--- config.mk ---
export PLATFORM = sky130hd
export DESIGN_NAME = relu_sequencer
export DESIGN_NICKNAME = d
export VERILOG_FILES = /design/src/rtl/ttpu_pkg.sv /design/src/rtl/relu_sequencer.sv
export SDC_FILE = /design/constraint.sdc
export NUM_CORES = 1
export LEC_CHECK = 0
export CAP_MARGIN = 10
export CELL_PAD_IN_SITES_DETAIL_PLACEMENT = 1
export CELL_PAD_IN_SITES_GLOBAL_PLACEMENT = 1
export CORE_ASPECT_RATIO = 1.4
export CORE_MARGIN = 2
export CORE_UTILIZATION = 35
export DETAILED_ROUTE_END_ITERATION = 10
export PLACE_DENSITY_LB_ADDON = 0.1
export SYNTH_ARGS = -nofsm -noshare
export SYNTH_HDL_FRONTEND = slang
export SYNTH_SLANG_ARGS = --single-unit
--- constraint.sdc ---
create_clock -name clk -period 2.2 [get_ports clk]
set_input_delay 0.66 -clock clk [delete_from_list [all_inputs] [get_ports clk]]
set_output_delay 0.66 -clock clk [all_outputs]
set_load 0.005 [all_outputs]
--- src/rtl/ttpu_pkg.sv ---
// ============================================================================
// Module      : ttpu_pkg
// Description : Shared types and defaults for the ttpu datapath controllers.
// Revision    : 1.0 - initial release
// ============================================================================
`default_nettype none

package ttpu_pkg;

    localparam int C_ADDR_WIDTH = 8;

    typedef enum logic [2:0] {
        IDLE = 3'd0,
        RD   = 3'd1,
        CAP  = 3'd2,
        WR   = 3'd3,
        DONE = 3'd4
    } relu_seq_state_t;

endpackage

`default_nettype wire

--- src/rtl/relu_sequencer.sv ---
// ============================================================================
// Module      : relu_sequencer
// Description : Steps accumulator rows through the ReLU stage into the unified
//               buffer: read, capture, write (with backpressure), per row.
// Revision    : 1.0 - initial release
// ============================================================================
`default_nettype none

module relu_sequencer
    import ttpu_pkg::*;
#(
    parameter int ADDR_WIDTH = C_ADDR_WIDTH,
    parameter int CNT_WIDTH  = C_ADDR_WIDTH + 1
) (
    input  logic                  clk,
    input  logic                  reset,
    input  logic                  start,
    input  logic [ADDR_WIDTH-1:0] src_addr,
    input  logic [ADDR_WIDTH-1:0] dst_addr,
    input  logic [CNT_WIDTH-1:0]  row_count,
    input  logic                  abort,
    output logic                  acc_rd_en,
    output logic [ADDR_WIDTH-1:0] acc_rd_addr,
    output logic                  relu_en,
    output logic                  ub_wr_en,
    output logic [ADDR_WIDTH-1:0] ub_wr_addr,
    input  logic                  ub_wr_ready,
    output logic                  busy,
    output logic                  done
);

    relu_seq_state_t       r_state;
    relu_seq_state_t       w_state_nxt;
    logic [ADDR_WIDTH-1:0] r_src;
    logic [ADDR_WIDTH-1:0] w_src_nxt;
    logic [ADDR_WIDTH-1:0] r_dst;
    logic [ADDR_WIDTH-1:0] w_dst_nxt;
    logic [CNT_WIDTH-1:0]  r_cnt;
    logic [CNT_WIDTH-1:0]  w_cnt_nxt;
    logic                  w_last_row;

    assign w_last_row = (r_cnt == CNT_WIDTH'(1));

    always_ff @(posedge clk or negedge reset) begin
        if (!reset) begin
            r_state <= IDLE;
            r_src   <= '0;
            r_dst   <= '0;
            r_cnt   <= '0;
        end else begin
            r_state <= w_state_nxt;
            r_src   <= w_src_nxt;
            r_dst   <= w_dst_nxt;
            r_cnt   <= w_cnt_nxt;
        end
    end

    always_comb begin
        w_state_nxt = r_state;
        w_src_nxt   = r_src;
        w_dst_nxt   = r_dst;
        w_cnt_nxt   = r_cnt;

        // abort overrides every transition out of a busy state
        if ((r_state != IDLE) && abort) begin
            w_state_nxt = IDLE;
        end else begin
            case (r_state)
                IDLE: begin
                    if (start && !abort) begin
                        if (row_count == '0) begin
                            w_state_nxt = DONE;
                        end else begin
                            w_state_nxt = RD;
                            w_src_nxt   = src_addr;
                            w_dst_nxt   = dst_addr;
                            w_cnt_nxt   = row_count;
                        end
                    end
                end
                RD:   w_state_nxt = CAP;
                CAP:  w_state_nxt = WR;
                WR: begin
                    if (ub_wr_ready) begin
                        w_cnt_nxt   = r_cnt - CNT_WIDTH'(1);
                        w_src_nxt   = r_src + ADDR_WIDTH'(1);
                        w_dst_nxt   = r_dst + ADDR_WIDTH'(1);
                        w_state_nxt = w_last_row ? DONE : RD;
                    end
                end
                DONE:    w_state_nxt = IDLE;
                default: w_state_nxt = IDLE;
            endcase
        end
    end

    assign acc_rd_en   = (r_state == RD);
    assign acc_rd_addr = r_src;
    assign relu_en     = (r_state == CAP);
    assign ub_wr_en    = (r_state == WR);
    assign ub_wr_addr  = r_dst;
    assign busy        = (r_state != IDLE);
    assign done        = (r_state == DONE);

endmodule

`default_nettype wire

### After elaboration in Yosys (flattened, before gate mapping)

Cells that the tools add are included.

| word-level totals | value |
|---|---|
| bits in registers | 28 |
| bits in latches | 0 |
| bits in writable memories | 0 |
| memory bits (read-only) | 0 |
| word-level logic and storage cells | 45 |
| memories kept | 0 |

| cells by class | value |
|---|---|
| add/subtract/negate cells | 3 |
| multiply operators | 0 |
| divide/modulo/power cells | 0 |
| $lt $le $gt $ge | 0 |
| eq/ne operators | 10 |
| shift operators | 0 |
| mux-type cells | 18 |
| bitwise gates (word level) | 1 |
| reduce and logical (&&, ||, !) cells | 9 |

Operators by type and width:

| kind | number |
|---|---|
| 2-to-1 mux 8 bit | 6 |
| case mux 8 bit (2 select lines) | 2 |
| 2-to-1 mux 9 bit | 3 |
| case mux 9 bit (2 select lines) | 1 |
| adder 8 x 1 -> 8 bit, second input constant | 2 |
| 2-to-1 mux 3 bit | 5 |
| case mux 3 bit (4 select lines) | 1 |
| == test 9 x 1 -> 1 bit, second input constant | 1 |
| logical NOT 9 bit | 1 |
| subtractor 9 x 1 -> 9 bit, second input constant | 1 |
| == test 3 x 2 -> 1 bit, second input constant | 2 |
| AND reduction 5 bit | 1 |
| != test 2 bit, second input constant | 2 |
| == test 3 x 1 -> 1 bit, second input constant | 1 |
| == test 3 bit, second input constant | 1 |
| logical NOT 3 bit | 1 |
| != test 3 x 1 -> 1 bit, second input constant | 1 |
| != test 3 bit, second input constant | 1 |
| nonzero test 3 bit | 1 |
| logical AND 1 bit | 2 |
| != test 2 x 1 -> 1 bit, second input constant | 1 |
| AND reduction 2 bit | 1 |
| nonzero test 2 bit | 1 |
| logical NOT 1 bit | 1 |
| NOT 1 bit | 1 |

### Depth between registers and ports, before layout

| depth | value |
|---|---|
| depth in word-level cells | 5 |
| depth in mapped cells | 7 |
| depth with buffers taken out | 5 |

### Worst setup path before layout

Ideal clock, no wire load.

| timing | value |
|---|---|
| path kind | input to register |
| from | input ub_wr_ready |
| to | register r_cnt[4] |
| library setup time | 0.121 ns |
| arrival time | 1.737 ns |
| path slack | 0.342 ns |
| stages | 6 |
| path buffers | 2 |
| path through | and3_1 o21ai_0 buf_2 buf_1 nor3_1 o22a_1 |

| between the ends | value |
|---|---|
| longest elaborated chain between the ends | 2 |

Ends and longest elaborated chain:

| item | RTL line | source |
|---|---|---|
| start, declared | relu_sequencer.sv:27 | `input logic ub_wr_ready,` |
| != test 2 x 1 -> 1 bit (no source line) | - |  |
| AND reduction 5 bit (no source line) | - |  |
| end signal, assigned | relu_sequencer.sv:54 | `r_cnt <= w_cnt_nxt;` |
| end, declared | relu_sequencer.sv:38 | `logic [CNT_WIDTH-1:0] r_cnt;` |

Every way passes these cells.
A chain may end at the register's enable or synchronous reset.

### Final worst setup path

| timing | value |
|---|---|
| from | register r_state[2] |
| to | output busy |

| between the ends | value |
|---|---|
| longest elaborated chain between the ends | 1 |

Ends and longest elaborated chain:

| item | RTL line | source |
|---|---|---|
| start, declared | relu_sequencer.sv:32 | `relu_seq_state_t r_state;` |
| start signal, assigned | relu_sequencer.sv:51 | `r_state <= w_state_nxt;` |
| nonzero test 3 bit | relu_sequencer.sv:102 | `assign busy = (r_state != IDLE);` |
| end, declared | relu_sequencer.sv:28 | `output logic busy,` |

Every way passes these cells.

==> summary.txt <==
Worst setup path
  • CP Data Arrival Time: 1.51 ns
  • CP max-delay cell: dfrtp_1
  • Crit-path cells: buf_4, or3_4, dlygate4sd2_1
  • Max FO, Critical Path: 4
  • CP Launch Type: flip-flop
  • Worst path required time: 1.54 ns
  • Crit end category: output pin
  • Critical path type: flip-flop to output pin
  • CP peak stage delay: 0.42 ns

Timing
  • Final Cycle Share: 98.5%
  • Final Skew: 0.00472 ns
  • Actual slew at the worst max-slew pin: 0.629 ns
  • Final hold slack: 0.514 ns
  • Final setup viols: 0
  • Fin. Hold Viols: 0
  • Max Freq: 0.462 GHz
  • Slew Viols, Final: 0
  • Final min period: 2.17 ns
  • Relative slew margins: 57.5%
  • Total negative slack: 0 ns

Logic synthesis
  • Synth area leaders: dfrtp_1, a2bb2oi_1, o21ai_0, nor3_1, nor2_1
  • Synth Register Bits: 28
  • Syn nets: 239
  • Synth Flop Type: dfrtp_1
  • YS warnings: 0
  • Syn_area_per_cell: 8.73 sq um
  • Seq/Total Area, Yosys: 39.2%
  • Post-synth cell types: 41
  • Post-synth EDFFs: 0
  • Async set-reset flop share out of synthesis: 100%
  • Yosys top cell by area: dfrtp_1
  • Synth Cell Area: 1790 sq um
  • Mapped Cells: 205
  • Post-synth top area share: 39.2%

Clocking
  • Sink Count: 28
  • CTS Hold Bufs: 0
  • Clock buffer depth: 2
  • TritonCTS clock tree: built
  • Worst-Skew Late Latency: 0.27 ns
  • Clk pin slew, worst setup/hold paths: 0.10 ns
  • H-tree depth: 1
  • CTS buffer count: 3
  • Clock Tree Root: clkbuf_8

Cells and area
  • Ant. Diodes: 0
  • Nets@finish: 304
  • Non-filler cells, final: 332
  • Commonest non-fill, non-tap cell in the layout: clkdlybuf4s50_1
  • Most frequent cells in the layout: clkdlybuf4s50_1, dfrtp_1, buf_4
  • Area grow syn2layout: 43.9%
  • Layout cell share with drive strength beyond 1: 15.3%

GRT
  • Congestion Overflow GR: 0
  • Vias in the first global route: 1900
  • Initial antenna violation count: 0
  • GRT Resource Usage Total: 20.7%
  • Largest net degree at the start of global routing: 37
  • First-pass GRT wire length: 9.33 mm

Min path
  • HP Class: flip-flop to flip-flop

Drt
  • Routed len/inst: 16.7 microns
  • 1st-iter DRT viols: 53
  • DRC Markers: 0
  • Final ANT Viol Nets: 0
  • Final WL: 5.55 mm
  • Pre-antenna DRT Iters: 4
  • Via Count: 1872
  • Vias per cell: 5.64

Placed design
  • # placed instances: 325
  • Buffers on Ports: 50
  • HPWL Detailed: 3.95 mm
  • GP Congestion: 0.787

Floorplanning
  • I/O pin total: 51
  • Die Wd: 64.4 microns
  • Die Y: 88.6 microns
  • Core area: 4880 sq um
  • # rows: 30
  • Die ar.: 5710 sq um
  • Starting Density: 36.7%

Pwr
  • Pwr/cell area: 1030 nW/um^2
  • Leak: 0.00113 uW
  • VDD IR max: 0.472 mV

Flow run
  • Max-Cap Viols: 0

Outcome
  • Status: complete, no violations
[report_power, final]
part,total (uW),switching (uW),internal [uW]
Sequential,1060,306,751
Combinational,1310,563,750
Clock,287,164,123
Total,2660,1030,1620
[metrics by stage]
stage	setup slack, ns	util [%]	power (uW)	cell area (sq um)
floorplan	0.342	-	1690	1790
global placement	-0.263	50.5	2360	2460
detailed placement	-0.277	50.5	2370	2460
CTS	0.00679	51.6	2650	2520
global route	-0.0143	52.8	2880	2570
finish	0.0334	52.8	2660	2570
[layout make-up]
class | instances | area [sq um]
repair buffers | 76 | 722
flip-flops and latches | 28 | 703
well taps | 64 | 80.1
clock buffers | 3 | 41.3
inverters | 3 | 11.3
multi-input cells | 158 | 1020
fillers | 580 | 2300
[per-layer routing]
metal,GRT usage (%),up-vias,wire length [microns]
met5,0,-,0
met4,6.00,0,74
met3,1.91,8,159
met2,37.6,38,2820
met1,26.1,909,2490
li1,-,917,-
[registers in the layout, summed over array words and instances (netlist names)]
signal and count:
acc_rd_addr 8, r_state 3, r_cnt 9, ub_wr_addr 8
[worst paths after layout]
path,start,end,slack (ns),cells past startpoint
hold / removal,r_cnt[8]$_DFFE_PN0P_,r_cnt[8]$_DFFE_PN0P_,0.51,2
setup reg to reg,r_state[2]$_DFFE_PN0P_,acc_rd_addr[0]$_DFFE_PN0P_,0.28,6
setup / recovery,r_state[2]$_DFFE_PN0P_,busy,0.03,3
min in group asynchronous,reset,r_cnt[5]$_DFFE_PN0P_,0.77,2
hold reg to reg,r_cnt[8]$_DFFE_PN0P_,r_cnt[8]$_DFFE_PN0P_,0.51,2
max in group asynchronous,reset,r_state[0]$_DFFE_PN0P_,1.13,2
[logic make-up (layout without fill, tap and decap cells)]
family,count (synthesis),count (layout),synth area share [%]
and+or+nand+nor,81,81,24.0
DFF,28,28,39.2
AOI/OAI and AO/OA,70,70,26.6
buffers and inverters,19,82,5.45
muxes,3,3,1.96
adders and majority gates,4,4,2.80
[synthesized netlist by cell type, drive strengths merged (2+ instances only)]
cell type and instances:
dfrtp 28, a32oi 2, nand2b 3, nor3b 2
and4 2, a211o 3, a21oi 5, nand3 5
nor3 18, and3 5, or3 2, o22ai 5
a211oi 3, a31oi 8, ha 4, and2 2
o31ai 7, nand4 2, clkbuf 5, o21ai 19
nor2 17, nand3b 2, inv 3, nand2 12
a2bb2oi 14, mux2i 2, buf 11, nor4 6
[timing repair]
action / 4_1_cts / 5_1_grt
pin swaps: 1 / 1
endpoints found under the setup margin: 4 / 27
setup buffers: 2 / 2
hold endpoints to repair: 0 / 0
resized for setup: 4 / 14
gates cloned: 0 / 0
[worst max-delay path, delay by kind of cell (launching register included)]
| family | cells | cell delay, ns |
|---|---|---|
| buffers and inverters | 2 | 0.41 |
| flip-flops | 1 | 0.42 |
| AND/OR/NAND/NOR | 1 | 0.40 |
No activity file was read; power rests on OpenSTA's default activity.
